File: config.mk
export PLATFORM = sky130hd
export DESIGN_NAME = add_serial_p_flat
export DESIGN_NICKNAME = d
export VERILOG_FILES = /design/src/rtl/add_serial_p_if.sv /design/src/rtl/add_serial_p.sv /design/src/flat_wrapper.sv
export SDC_FILE = /design/constraint.sdc
export NUM_CORES = 1
export LEC_CHECK = 0
export ABC_AREA = 1
export CORE_AREA = 2 2 60 62
export DETAILED_ROUTE_END_ITERATION = 10
export DIE_AREA = 0 0 62 64
export PLACE_DENSITY_LB_ADDON = 0.12
export SYNTH_ARGS = -nofsm -noshare
export SYNTH_HDL_FRONTEND = slang
export SYNTH_SLANG_ARGS = --single-unit
File: constraint.sdc
create_clock -name clk -period 1.6 [get_ports clk]
set_input_delay 0.16 -clock clk [delete_from_list [all_inputs] [get_ports clk]]
set_output_delay 0.16 -clock clk [all_outputs]
set_load 0.02 [all_outputs]
File: src/rtl/add_serial_p_if.sv
// Operand/result bundle for the bit-serial adder/subtractor.
// master drives operands and start; slave returns result and status.
interface add_serial_p_if #(
  parameter int WIDTH = 8
);
  logic             en;
  logic             mode;
  logic             cin;
  logic [WIDTH-1:0] a;
  logic [WIDTH-1:0] b;
  logic [WIDTH-1:0] out;
  logic             cout;
  logic             ovf;
  logic             busy;
  logic             done;

  modport master (
    output en, mode, cin, a, b,
    input  out, cout, ovf, busy, done
  );

  modport slave (
    input  en, mode, cin, a, b,
    output out, cout, ovf, busy, done
  );
endinterface

File: src/rtl/add_serial_p.sv
// Bit-serial adder/subtractor: WIDTH-bit operands processed BPC bits per
// clock, with carry/borrow-in, carry-out, signed overflow and busy/done.
module add_serial_p #(
  parameter int WIDTH = 8,
  parameter int BPC   = 1
) (
  input  logic          clk,
  input  logic          rst,
  add_serial_p_if.slave bus
);

  localparam int N  = WIDTH / BPC;
  localparam int CW = (N > 1) ? $clog2(N) : 1;

  typedef enum logic [1:0] {
    S_IDLE = 2'd0,
    S_ADD  = 2'd1,
    S_DONE = 2'd2
  } state_t;

  state_t           state_q, state_d;
  logic [WIDTH-1:0] a_q, a_d;
  logic [WIDTH-1:0] b_q, b_d;
  logic [WIDTH-1:0] out_q, out_d;
  logic             carry_q, carry_d;
  logic             cout_q, cout_d;
  logic             ovf_q, ovf_d;
  logic [CW-1:0]    cnt_q, cnt_d;

  logic [BPC:0]     sum;
  logic             c_msb;

  always_comb begin
    sum   = {1'b0, a_q[BPC-1:0]} + {1'b0, b_q[BPC-1:0]} + {{BPC{1'b0}}, carry_q};
    // Carry into the chunk's top bit, recovered from that bit's sum and inputs.
    c_msb = sum[BPC-1] ^ a_q[BPC-1] ^ b_q[BPC-1];
  end

  always_ff @(posedge clk or negedge rst) begin
    if (!rst) begin
      state_q <= S_IDLE;
      a_q     <= '0;
      b_q     <= '0;
      out_q   <= '0;
      carry_q <= 1'b0;
      cout_q  <= 1'b0;
      ovf_q   <= 1'b0;
      cnt_q   <= '0;
    end else begin
      state_q <= state_d;
      a_q     <= a_d;
      b_q     <= b_d;
      out_q   <= out_d;
      carry_q <= carry_d;
      cout_q  <= cout_d;
      ovf_q   <= ovf_d;
      cnt_q   <= cnt_d;
    end
  end

  always_comb begin
    state_d = state_q;
    a_d     = a_q;
    b_d     = b_q;
    out_d   = out_q;
    carry_d = carry_q;
    cout_d  = cout_q;
    ovf_d   = ovf_q;
    cnt_d   = cnt_q;

    unique case (state_q)
      S_IDLE: begin
        if (bus.en) begin
          a_d     = bus.a;
          b_d     = bus.mode ? ~bus.b : bus.b;
          carry_d = bus.mode ? ~bus.cin : bus.cin;
          cnt_d   = '0;
          out_d   = '0;
          state_d = S_ADD;
        end
      end
      S_ADD: begin
        // Shift form keeps BPC == WIDTH legal without a reversed slice.
        out_d   = (out_q >> BPC) | (WIDTH'(sum[BPC-1:0]) << (WIDTH - BPC));
        a_d     = a_q >> BPC;
        b_d     = b_q >> BPC;
        carry_d = sum[BPC];
        cnt_d   = cnt_q + CW'(1);
        if (cnt_q == CW'(N - 1)) begin
          cout_d  = sum[BPC];
          ovf_d   = c_msb ^ sum[BPC];
          state_d = S_DONE;
        end
      end
      S_DONE: begin
        state_d = S_IDLE;
      end
      default: begin
        state_d = S_IDLE;
      end
    endcase
  end

  assign bus.out  = out_q;
  assign bus.cout = cout_q;
  assign bus.ovf  = ovf_q;
  assign bus.busy = (state_q == S_ADD);
  assign bus.done = (state_q == S_DONE);

endmodule

File: src/flat_wrapper.sv
// flat-port wrapper written by rule: the top's interface ports become plain ports
module add_serial_p_flat 
#(
  parameter int WIDTH = 8,
  parameter int BPC   = 1
)
  (clk, rst, bus_en, bus_mode, bus_cin, bus_a, bus_b, bus_out, bus_cout, bus_ovf, bus_busy, bus_done);
  add_serial_p_if #(.WIDTH(WIDTH)) bus_i ();
  input  logic clk;
  input  logic rst;
  input wire logic [$bits(bus_i.en)-1:0] bus_en;
  input wire logic [$bits(bus_i.mode)-1:0] bus_mode;
  input wire logic [$bits(bus_i.cin)-1:0] bus_cin;
  input wire logic [$bits(bus_i.a)-1:0] bus_a;
  input wire logic [$bits(bus_i.b)-1:0] bus_b;
  output wire logic [$bits(bus_i.out)-1:0] bus_out;
  output wire logic [$bits(bus_i.cout)-1:0] bus_cout;
  output wire logic [$bits(bus_i.ovf)-1:0] bus_ovf;
  output wire logic [$bits(bus_i.busy)-1:0] bus_busy;
  output wire logic [$bits(bus_i.done)-1:0] bus_done;
  assign bus_i.en = bus_en;
  assign bus_i.mode = bus_mode;
  assign bus_i.cin = bus_cin;
  assign bus_i.a = bus_a;
  assign bus_i.b = bus_b;
  assign bus_out = bus_i.out;
  assign bus_cout = bus_i.cout;
  assign bus_ovf = bus_i.ovf;
  assign bus_busy = bus_i.busy;
  assign bus_done = bus_i.done;
  add_serial_p #(.WIDTH(WIDTH), .BPC(BPC)) u_core (.clk(clk), .rst(rst), .bus(bus_i));
endmodule
# --- Yosys cells after proc, flatten, opt, wreduce, memory -nomap -nowiden ---
# Cells that the tools add are included.
# W data, S select, Z words.
totals:
  ff_bits: 32
  input_bits: 21
  output_inout_bits: 12
op_classes:
  n_addsub: 3
  n_eq_ne: 5
  mux: 15
  bitwise: 6
  reduce_logical: 5
ops:
  columns: ["operator", "count"]
  rows:
  - ["$pmux W8 S2", 3]
  - ["$mux W8", 4]
  - ["$not A8 Y8", 1]
  - ["$or A7 B8 Y8", 1]
  - ["$pmux W3 S2", 1]
  - ["$reduce_and A2 Y1", 3]
  - ["$mux W2", 2]
  - ["$pmux W2 S2", 1]
  - ["$add A3 B1 Y3 const B", 1]
  - ["$eq A3 B3 Y1 const B", 1]
  - ["$mux W3", 1]
  - ["$xor A1 B1 Y1", 3]
  - ["$add A1 B1 Y2", 1]
  - ["$add A2 B1 Y2", 1]
  - ["$eq A2 B1 Y1 const B", 1]
  - ["$eq A2 B2 Y1 const B", 1]
  - ["$logic_not A2 Y1", 1]
  - ["$mux W1", 2]
  - ["$ne A2 B1 Y1 const B", 1]
  - ["$ne A2 B2 Y1 const B", 1]
  - ["$pmux W1 S2", 1]
  - ["$reduce_bool A2 Y1", 1]
  - ["$not A1 Y1", 1]

# --- Depth between registers and ports, before layout ---
logic_depth:
  word_depth: 5
  mapped_depth: 8

# --- Worst setup path after synthesis ---
# Ideal clock, no wire load.
synth_path:
  path_kind: "flip-flop to flip-flop"
  start: "reg u_core.b_q[0]"
  end: "reg u_core.ovf_q, in the netlist u_core.bus.ovf"
  setup_ps: 117
  arrival_time_ps: 1270
  setup_slack_ps: 212
  stages_incl_launch_ff: 9
  synth_period_minus_slack_ps: 1388
  cell_sequence: "dfrtp_1 inv_1 fa_1 inv_1 nand2_1 nand2_1 nand2_1 nand3_1 nand2_1"
synth_via:
  elab_chain_len: 5
synth_lines:
  columns: ["item", "line", "source"]
  rows:
  - ["from (decl)", "add_serial_p.sv:23", "logic [WIDTH-1:0] b_q, b_d;"]
  - ["from (signal assigned)", "add_serial_p.sv:43", "b_q <= '0;"]
  - ["from (signal assigned)", "add_serial_p.sv:52", "b_q <= b_d;"]
  - ["$add A1 B1 Y2", "add_serial_p.sv:34", "sum = {1'b0, a_q[BPC-1:0]} + {1'b0, b_q[BPC-1:0]} + {{BPC{1'b0}}, carry_q};"]
  - ["$add A2 B1 Y2", "add_serial_p.sv:34", null]
  - ["$xor A1 B1 Y1 (2 in a row)", "add_serial_p.sv:36", "c_msb = sum[BPC-1] ^ a_q[BPC-1] ^ b_q[BPC-1];"]
  - ["$xor A1 B1 Y1 (*)", "add_serial_p.sv:91", "ovf_d = c_msb ^ sum[BPC];"]
  - ["to (signal assigned)", "add_serial_p.sv:56", "ovf_q <= ovf_d;"]
  - ["to (decl)", "add_serial_p.sv:27", "logic ovf_q, ovf_d;"]
# Mark *: on every way between the ends. The rest lies on a longest branch, timed or not.
# A chain may end at the register's enable or synchronous reset.

# --- Final worst setup path ---
# Ends and elaborated chain as after synthesis.

==> summary.txt <==
Worst setup path
  – R2R cell count: 8
  – Element type at the critical path start: register
  – CP endpoint kind: register
  – Worst Path Required: 1.83 ns
  – FF-to-FF End: u_core.bus.ovf
  – Worst path arrival time: 1.75 ns
  – Critical Path Fanout Max: 4
  – R2r setup slk: 0.08 ns
  – Crit path kind: register to register
  – RR Startpoint: u_core.b_q[0]

Placed design
  – HPWL Detailed: 2230 um
  – Post-Place Worst Slack: 0.0972 ns
  – Placed cell areas: 0.00197 sq mm
  – Placer's final routability congestion estimate: 0.767
  – PortBufs: 32

Timing
  – Final min period: 1.52 ns
  – Slack of the critical path: 0.0789 ns
  – Slew headroom: 72.7%
  – Max frequency: 657 MHz
  – Setup_tns: 0 ns
  – Endpoints failing hold: 0
  – Slew Limit Fails: 0
  – # setup viols final: 0
  – Slew @ Worst Pin: 0.409 ns
  – RSZ-0062 raised after global routing: no
  – Tcrit/Tclk final: 95.1%
  – Clock skew: 0.00406 ns

Routing
  – WL/cell: 11.2 um
  – # DRC: 0
  – Vias per cell: 4.76
  – Final ANT Viol Nets: 0
  – Drt initial violations: 43
  – Pre-Repair DR Iteration Count: 4
  – Final WL: 3100 um
  – Vias: 1324

Floorplanning
  – Die area: 0.00397 sq mm
  – Die width: 62 um
  – Core area: 0.00328 sq mm
  – Die Height: 64 um
  – Row count: 21
  – Starting Density: 48.8%
  – Boundary pin count: 33

Power and ir drop
  – VDD IR max: 0.824 mV
  – Pwr dens: 1980 mW/mm^2
  – Leak Pwr: 0.000967 uW

Clock tree
  – Clock buffer count from CTS: 5
  – TritonCTS clock tree: yes
  – Hold Buf Count CTS: 0
  – Longest Clk Path Bufs: 2
  – Clk pin slew, worst setup/hold paths: 0.09 ns
  – H-tree depth: 2
  – Clock root buffer: clkbuf_4
  – Post-CTS setup buffers: 0
  – # resized after CTS: 2
  – Sink Count: 32
  – Clock latency on the worst-skew pair: 0.33 ns

Yosys
  – Unique masters post-synth: 21
  – Sequential fraction of the synthesis area: 50.0%
  – Syn Area/Cell: 8.30 sq um
  – Mapped Area: 0.00160 sq mm
  – Cells after Synth: 193
  – Yosys reg bits: 32
  – Yosys warnings: 0
  – Post-Syn Nets: 217

Run
  – Max cap viols: 0

Global route
  – First-pass GRT wire length: 5560 um
  – Total Routing Usage GR: 19.0%
  – Vias in the first global route: 1306
  – GRT overflow: 0
  – Initial antenna violation count: 0
  – Largest net degree at the start of global routing: 33

Final layout
  – Area growth syn-to-layout: 26.6%
  – Nets: 255
  – Fill cell count: 320
  – Diode count: 0
  – Final instance area: 0.00203 sq mm
  – Layout cell share with drive strength beyond 1: 9.05%

Outcome
  – Status: complete, no violations

Worst hold path
  – Hold/Removal Path Class: input port to asynchronous set/reset pin
[state kept, by name, summed over array words and instances (netlist names)]
signal,count
u_core.carry_q,1
u_core.bus.cout,1
u_core.bus.out,8
u_core.cnt_q,3
u_core.bus.ovf,1
u_core.b_q,8
u_core.state_q,2
u_core.a_q,8
[worst max-delay path by stage]
| stage | startpoint | end | slack [ns] | cells after the start |
|---|---|---|---|---|
| global route | u_core.b_q[0] | u_core.bus.ovf | 0.01 | 8 |
| detailed placement | u_core.b_q[0] | u_core.bus.ovf | 0.1 | 8 |
| global placement | u_core.b_q[0] | u_core.bus.ovf | 0.18 | 8 |
| finish | u_core.b_q[0] | u_core.bus.ovf | 0.08 | 8 |
| CTS | u_core.state_q[1] | bus_done | 0.07 | 3 |
| floorplan | u_core.b_q[0] | u_core.bus.ovf | 0.21 | 8 |
[cells by family (layout without fill, tap and decap cells)]
group | count (synthesis) | after routing | synth area share, %
buf+inv | 23 | 62 | 7.27
fa+ha+maj | 3 | 3 | 2.81
flops | 32 | 32 | 50.0
xor+xnor | 9 | 9 | 4.92
simple gates | 98 | 98 | 24.5
compound gates | 28 | 28 | 10.5
[synth_stat cells]
master | number | area (sq um)
ha_1 | 2 | 25.0
nand3_1 | 2 | 10.0
o21ai_1 | 12 | 60.1
clkbuf_2 | 1 | 5.00
nor2_4 | 1 | 11.3
o21ai_0 | 5 | 25.0
inv_2 | 2 | 7.51
nand2_4 | 2 | 22.5
a21oi_1 | 1 | 5.00
buf_4 | 3 | 22.5
buf_6 | 2 | 22.5
nor2_1 | 25 | 93.8
o22ai_1 | 7 | 43.8
nand2_1 | 68 | 255
dfrtp_1 | 32 | 801
fa_1 | 1 | 20.0
xnor2_1 | 9 | 78.8
o21ai_4 | 1 | 16.3
inv_1 | 13 | 48.8
buf_2 | 2 | 10.0
o21ai_2 | 2 | 17.5
[area by class of cell]
class | count | area (sq um) | area share, %
well taps | 46 | 57.6 | 2.84
multi-input cells | 138 | 684 | 33.7
flip-flops and latches | 32 | 801 | 39.5
clock buffers | 8 | 58.8 | 2.90
repair buffers | 39 | 370 | 18.3
inverters | 15 | 56.3 | 2.78
[power breakdown]
| group | switching (uW) | internal, uW | leakage [uW] |
|---|---|---|---|
| sequential | 215 | 1200 | 0.000396 |
| combinational | 1230 | 889 | 0.000538 |
| clock | 267 | 217 | 0.0000326 |
| total | 1710 | 2300 | 0.000967 |
[metal layers]
layer  track usage (%)  vias up  part of all wire [%]
li1                  -      677                     -
met1              23.1      616                    43
met2              30.3       27                    51
met3              6.07        4                   4.8
met4              7.71        0                   1.8
met5                 0        -                     0
[layout by cell type (no fill, tap or decap), types with 2 or more instances in the layout]
| cell | n |
|---|---|
| nand3_1 | 2 |
| dfrtp_1 | 32 |
| nand2_4 | 2 |
| nor2_1 | 25 |
| inv_2 | 2 |
| o21ai_1 | 12 |
| clkbuf_4 | 5 |
| o22ai_1 | 7 |
| dlygate4sd2_1 | 2 |
| o21ai_2 | 2 |
| clkdlybuf4s50_1 | 30 |
| buf_4 | 7 |
| inv_1 | 13 |
| ha_1 | 2 |
| nand2_1 | 68 |
| clkbuf_1 | 2 |
| o21ai_0 | 5 |
| xnor2_1 | 9 |
[through the flow]
stage          util (%)  instances  hold WS (ns)  total power [uW]
5_1_grt            61.8        278         0.252              4430
2_1_floorplan         -        193        -0.136              2960
6_report           61.8        278         0.218              4020
4_1_cts            61.8        278         0.221              4070
3_3_place_gp       60.0        270         0.459              3490
3_5_place_dp       60.0        270         0.470              3580
[worst max-delay path: stages, from the launching register on]
cell	delay, ns
dfrtp_1	0.42
inv_1	0.13
fa_1	0.48
inv_1	0.11
nand2_1	0.05
nand2_1	0.06
nand2_1	0.05
nand3_1	0.07
nand2_1	0.05
Power figures use the tool's default switching activity.
